===== src/rtl/mem_load_seq_ctrl.sv =====
// mem_load_seq_ctrl: raises load_mem, waits a bounded window for done, retries with a one-cycle gap, flags sticky error.
module mem_load_seq_ctrl #(
    parameter int DONE_WINDOW = 5,
    parameter int MAX_RETRY   = 2,
    parameter int CNT_W       = 3,
    parameter int RTY_W       = 2
) (
    input  logic             clk,
    input  logic             rst,
    input  logic             start,
    input  logic             done,
    output logic             load_mem,
    output logic             ready,
    output logic             busy,
    output logic             err,
    output logic [RTY_W-1:0] retry_cnt
);
    typedef enum logic [2:0] {IDLE, LOAD, GAP, READY, ERROR} state_t;
    state_t           state_q, state_d;
    logic [CNT_W-1:0] wait_cnt_q, wait_cnt_d;
    logic [RTY_W-1:0] retry_cnt_q, retry_cnt_d;
    logic             load_mem_q, load_mem_d;
    logic             ready_q, ready_d;
    logic             busy_q, busy_d;
    logic             err_q, err_d;
    logic [CNT_W:0]   lm_run_q, lm_run_d;
    logic             hit_q, hit_d;
    always_comb begin
        state_d     = state_q;
        wait_cnt_d  = wait_cnt_q;
        retry_cnt_d = retry_cnt_q;
        case (state_q)
            IDLE, ERROR: if (start) begin
                state_d     = LOAD;
                wait_cnt_d  = '0;
                retry_cnt_d = '0;
            end
            LOAD: if (done) state_d = READY;
                  else if (wait_cnt_q == CNT_W'(DONE_WINDOW)) state_d = GAP;
                  else wait_cnt_d = wait_cnt_q + 1'b1;
            GAP: if (retry_cnt_q < RTY_W'(MAX_RETRY)) begin
                state_d     = LOAD;
                retry_cnt_d = retry_cnt_q + 1'b1;
                wait_cnt_d  = '0;
            end else state_d = ERROR;
            default: state_d = IDLE;
        endcase
        // Outputs are registered from the next state so they line up with it.
        load_mem_d = state_d == LOAD;
        ready_d    = state_d == READY;
        busy_d     = state_d == LOAD || state_d == GAP;
        err_d      = state_d == ERROR;
        lm_run_d   = load_mem_q ? lm_run_q + 1'b1 : '0;
        hit_d      = state_q == LOAD && done;
    end
    always_ff @(posedge clk) begin
        if (rst) begin
            state_q     <= IDLE;
            wait_cnt_q  <= '0;
            retry_cnt_q <= '0;
            load_mem_q  <= 1'b0;
            ready_q     <= 1'b0;
            busy_q      <= 1'b0;
            err_q       <= 1'b0;
            lm_run_q    <= '0;
            hit_q       <= 1'b0;
        end else begin
            state_q     <= state_d;
            wait_cnt_q  <= wait_cnt_d;
            retry_cnt_q <= retry_cnt_d;
            load_mem_q  <= load_mem_d;
            ready_q     <= ready_d;
            busy_q      <= busy_d;
            err_q       <= err_d;
            lm_run_q    <= lm_run_d;
            hit_q       <= hit_d;
            assert (!ready_q || hit_q);
            assert (lm_run_q <= (CNT_W+1)'(DONE_WINDOW + 1));
            assert (!(ready_q && err_q));
        end
    end
    assign load_mem  = load_mem_q;
    assign ready     = ready_q;
    assign busy      = busy_q;
    assign err       = err_q;
    assign retry_cnt = retry_cnt_q;
endmodule


===== config.mk =====
export PLATFORM = sky130hd
export DESIGN_NAME = mem_load_seq_ctrl
export DESIGN_NICKNAME = d
export VERILOG_FILES = /design/src/rtl/mem_load_seq_ctrl.sv
export SDC_FILE = /design/constraint.sdc
export NUM_CORES = 1
export LEC_CHECK = 0
export ABC_CLOCK_PERIOD_IN_PS = 1530
export CAP_MARGIN = 20
export CORE_AREA = 4 4 41 43
export DETAILED_ROUTE_END_ITERATION = 10
export DIE_AREA = 0 0 45 47
export HOLD_SLACK_MARGIN = 0.15
export PLACE_DENSITY = 0.65
export SLEW_MARGIN = 10
export SYNTH_ARGS = -nofsm -noshare
export SYNTH_HDL_FRONTEND = slang
export SYNTH_SLANG_ARGS = --single-unit

===== constraint.sdc =====
create_clock -name clk -period 1.53 [get_ports clk]
set_input_delay 0.153 -clock clk [delete_from_list [all_inputs] [get_ports clk]]
set_output_delay 0.153 -clock clk [all_outputs]
set_load 0.01 [all_outputs]

After elaboration in Yosys (flattened, before gate mapping) --
Index checks and enable logic that the tools add are counted.
Storage, ports and cells: bits in registers 12, output and inout bits 6, word-level logic and storage cells 42, input port bits 4
Operators by class: muxes and demuxes 13, equality and inequality tests 12, magnitude comparators 1, $add $sub $neg 2, reductions and logical operators 7
Operator list (number):
- 3-bit 2-to-1 mux | 8
- 3-bit one-hot mux with 3 select lines | 2
- 3-bit by 2-bit == test with 1-bit output, second input constant | 3
- 3-bit == test, second input constant | 3
- 2-bit != test, second input constant | 4
- 3-bit by 1-bit == test with 1-bit output, second input constant | 2
- 5-bit AND reduction | 1
- 2-bit 2-to-1 mux | 2
- 2-bit one-hot mux with 2 select lines | 1
- 3-bit by 1-bit adder with 3-bit output, second input constant | 1
- 3-bit zero test | 1
- 3-bit AND reduction | 1
- 3-bit nonzero test | 1
- 2-bit by 1-bit adder with 2-bit output, second input constant | 1
- 2-bit less-than comparator, second input constant | 1
- 2-bit nonzero test | 1
- 2-bit OR reduction | 1
- 1-bit logical OR | 1

Depth between registers and ports, before layout --
word-level depth 6, mapped depth 6, gate-level depth less buffers 6

Least setup slack after synthesis --
Ideal clock, no wire load.
path kind register -> register, from register state_q[1], to register ready_q, in the netlist ready, required time 1414 ps, arrival 1181 ps, buffers on the path 1, library setup time 116 ps, period minus slack after synthesis 1297 ps, slack 233 ps, cell stages (with the launch flop) 6, cells stage by stage dfxtp_1 buf_2 or3b_1 a21oi_2 nor2_1 and3_1
Between the ends: cells in the longest elaborated chain, start to end 4, elaborated cells between the ends (all ways) 10, those cells by class eq/ne: 4; mux: 4; reduce/logical: 2
RTL lines:
- start, declared | RTL line 19 | state_t state_q, state_d;
- start signal, assigned | RTL line 68 | state_q <= state_d;
- 3-bit == test (tied with other cells) | RTL line 32 | case (state_q)
- 2-bit OR reduction / 3-bit 2-to-1 mux (equally long branches) | RTL line 32, 38
- 3-bit one-hot mux with 3 select lines * | RTL line 32
- 3-bit by 2-bit == test with 1-bit output * | RTL line 50 | ready_d = state_d == READY;
- end signal, assigned | RTL line 72 | ready_q <= ready_d;
- end, declared | RTL line 23 | logic ready_q, ready_d;
Every way passes the cells marked *; elsewhere a longest branch is shown, timed or not. A chain may end at the register's enable or synchronous reset.

Final worst setup path --
from register retry_cnt_q[1], in the netlist retry_cnt[1], to output retry_cnt[1]
RTL lines:
- start, declared | RTL line 21 | logic [RTY_W-1:0] retry_cnt_q, retry_cnt_d;
- start signal, assigned | RTL line 70 | retry_cnt_q <= retry_cnt_d;
- end, declared | RTL line 16 | output logic [RTY_W-1:0] retry_cnt
No word-level cell between the ends.

==> impl_metrics.yaml <==
setup_path:
  critical_path.top_delay_family: "buffers and inverters"
  required_ns: 1.38
  critical_path_class: "reg -> out"
  crit_path_end_kind: "output pin"
  cp_data_arrival_time_ns: 1.28
  crit_buf_inv: 1
  cp-start-kind: "flip-flop"
  crit_path_max_incr_delay_ns: 0.58
  path_max_fanout: 7
  r2r_cells: 4
  slowest_stage: "clkdlybuf4s50_1"
  worstSetupPathDepth: 1
  worstPathCellList: "clkdlybuf4s50_1"
clock_tree:
  cts_buffers: 3
  cts_sinks: 12
  cts_setup_buffers: 0
  path_clk_slew_ns: 0.06
  hold_buffers: 0
  cts_buffer_depth: 2
  insertion_delay_ns: 0.26
  htree_levels: 1
  cts-root-buf: "clkbuf_4"
  cts_tree: "done"
  ctsResizeCount: 0
sta:
  maxSlewHeadroom: 0.776
  worst_pin_slew_ns: 0.336
  setup_ws_ns: 0.0965
  setup_viol: 0
  finClkSkew_ns: 0.00682
  fin_crit_ns: 1.43
  clock.fmax_mhz: 698
  fin_setup_tns_ns: 0
  hold_viol: 0
  finalMaxSlewViolations: 0
  rsz0062_at_grt: "false"
  min_period_over_period: 0.937
drt:
  dr.first_iter.drc_count: 0
  vias: 452
  drc: 0
  dr.pass1.iters: 1
  ant_nets: 0
  wl_per_cell_um: 11.2
  vias_per_cell: 5.02
  drt_wl_total_um: 1010
power:
  internal_power_w: 0.000468
  power_frac_seq: 0.553
  p_clk_frac: 0.297
  leakagePower_nw: 0.263
  p_comb_frac: 0.150
  switching_share: 0.237
  p_per_area_mw_per_mm2: 872
  p_switching_w: 0.000145
  ir_drop_uv: 752
yosys:
  synth_warnings: 0
  synth_fp_nets: 67
  synth_compound_area_frac: 0.172
  synthesis.area_um2: 552
  synth_top_cell_area_share: 0.435
  netlist.top_cell.by_area: "dfxtp_1"
  synthSimpleGateAreaFrac: 0.302
  synth_top_family_by_area: "simple AND/OR/NAND/NOR gates"
  syn_avg_cell_area_um2: 9.05
  synthMuxAreaShare: 0
  synth-xor-area-share: 0
  synth_adder_area_share: 0.0454
  synth_cell_types: 28
  syn-instance-count: 61
  synthTopCellsByArea: "dfxtp_1, a21oi_1, ha_1"
  ys_seq_area_frac: 0.435
  ys_seq_elements: 12
global_route:
  grt_use_total: 0.112
  grt_pass1_vias: 389
  grt_util_met1: 0.138
  met3_usage: 0.0690
  grt_overflow: 0
  antenna_found_initial: 0
  grt_start_max_net_pins: 11
  top_usage_layer: "met2"
  grt_pass1_wl_um: 1640
  use_met2: 0.161
cells_and_area:
  drive_above_1_share: 0.133
  diodes: 0
  nets: 83
  syn2layout_area_growth_pct: 27.4
status:
  status: "complete, no violations"
placed_design:
  finalWeightedCongestion: 0.724
  hpwlAfterDp_um: 764
  numPortBuffers: 9
  dp_slack_ns: 0.0590
die:
  die_area_mm2: 0.00212
  start_util: 0.424
  coreArea_mm2: 0.00130
  die_x_um: 45
  boundaryPins: 10
  rows: 13
  die_h_um: 47
min_path:
  hp-class: "reg -> reg"
  whs_path_depth: 2
run:
  cap_violations: 0
-- cell usage after synthesis, drive strengths merged --
cell type / n
dfxtp: 12
a21oi: 7
nor2: 5
nand2: 4
nor3b: 4
o21ai: 4
buf: 2
ha: 2
inv: 2
nor2b: 2
o21a: 2
a211oi: 1
a31oi: 1
and2: 1
and3: 1
clkbuf: 1
nand2b: 1
nand3: 1
nand3b: 1
nand4bb: 1
nor4: 1
nor4b: 1
o31ai: 1
or2: 1
or3: 1
or3b: 1
-- layer usage --
layer / up-vias / routed length, um
li1: 244 / -
met1: 199 / 530
met2: 7 / 434
met3: 2 / 36
met4: 0 / 8
met5: - / 0
-- layout make-up --
cell class / count / area, um2
Clock buffer: 3 / 22.5
Fill cell: 130 / 598
Inverter: 2 / 7.51
Multi-Input combinational cell: 44 / 287
Sequential cell: 12 / 240
Tap cell: 15 / 18.8
Timing Repair Buffer: 14 / 128
-- power groups by stage --
| stage | Clock (W) | Combinational, W | Sequential (W) |
|---|---|---|---|
| 2_1_floorplan | 0 | 0.0000556 | 0.000341 |
| 3_3_place_gp | 0 | 0.0000922 | 0.000346 |
| 3_5_place_dp | 0 | 0.0000922 | 0.000346 |
| 4_1_cts | 0.000191 | 0.0000928 | 0.000339 |
| 5_1_grt | 0.000211 | 0.000102 | 0.000341 |
| 6_report | 0.000182 | 0.0000920 | 0.000339 |
-- stage by stage --
step / std cells / hold WS (ns) / cell area, um2 / utilization / total power, W
2_1_floorplan: 61 / 0.299 / 552 / - / 0.000396
3_3_place_gp: 87 / 0.478 / 681 / 0.523 / 0.000439
3_5_place_dp: 87 / 0.488 / 681 / 0.523 / 0.000439
4_1_cts: 90 / 0.503 / 703 / 0.540 / 0.000623
5_1_grt: 90 / 0.550 / 703 / 0.540 / 0.000653
6_report: 90 / 0.497 / 703 / 0.540 / 0.000613
-- cells by family after synthesis --
family                     Yosys count
buffers and inverters                5
and+or+nand+nor                     26
DFF                                 12
AOI/OAI and AO/OA                   16
adders and majority gates            2
-- placed cells by master (no fill, tap or decap), types with 3 or more instances in the layout --
cell type	count
dfxtp_1	12
nand2_1	4
o21ai_0	4
nor3b_1	3
nor2_1	5
buf_4	5
clkbuf_4	3
clkdlybuf4s50_1	9
a21oi_1	6
-- registers in the layout (all words and copies together), names as in the netlist --
register / cells
state_q: 3
retry_cnt: 2
load_mem: 1
wait_cnt_q: 3
ready: 1
busy: 1
err: 1
-- path summary, 6_finish.rpt --
| path | endpoint | start | slack, ns |
|---|---|---|---|
| max | retry_cnt[1] | retry_cnt[1] | 0.1 |
| min | wait_cnt_q[1] | wait_cnt_q[1] | 0.50 |
| max reg2reg | ready | state_q[2] | 0.17 |
| min reg2reg | wait_cnt_q[1] | wait_cnt_q[1] | 0.50 |
(Power assumes the default switching activity.)
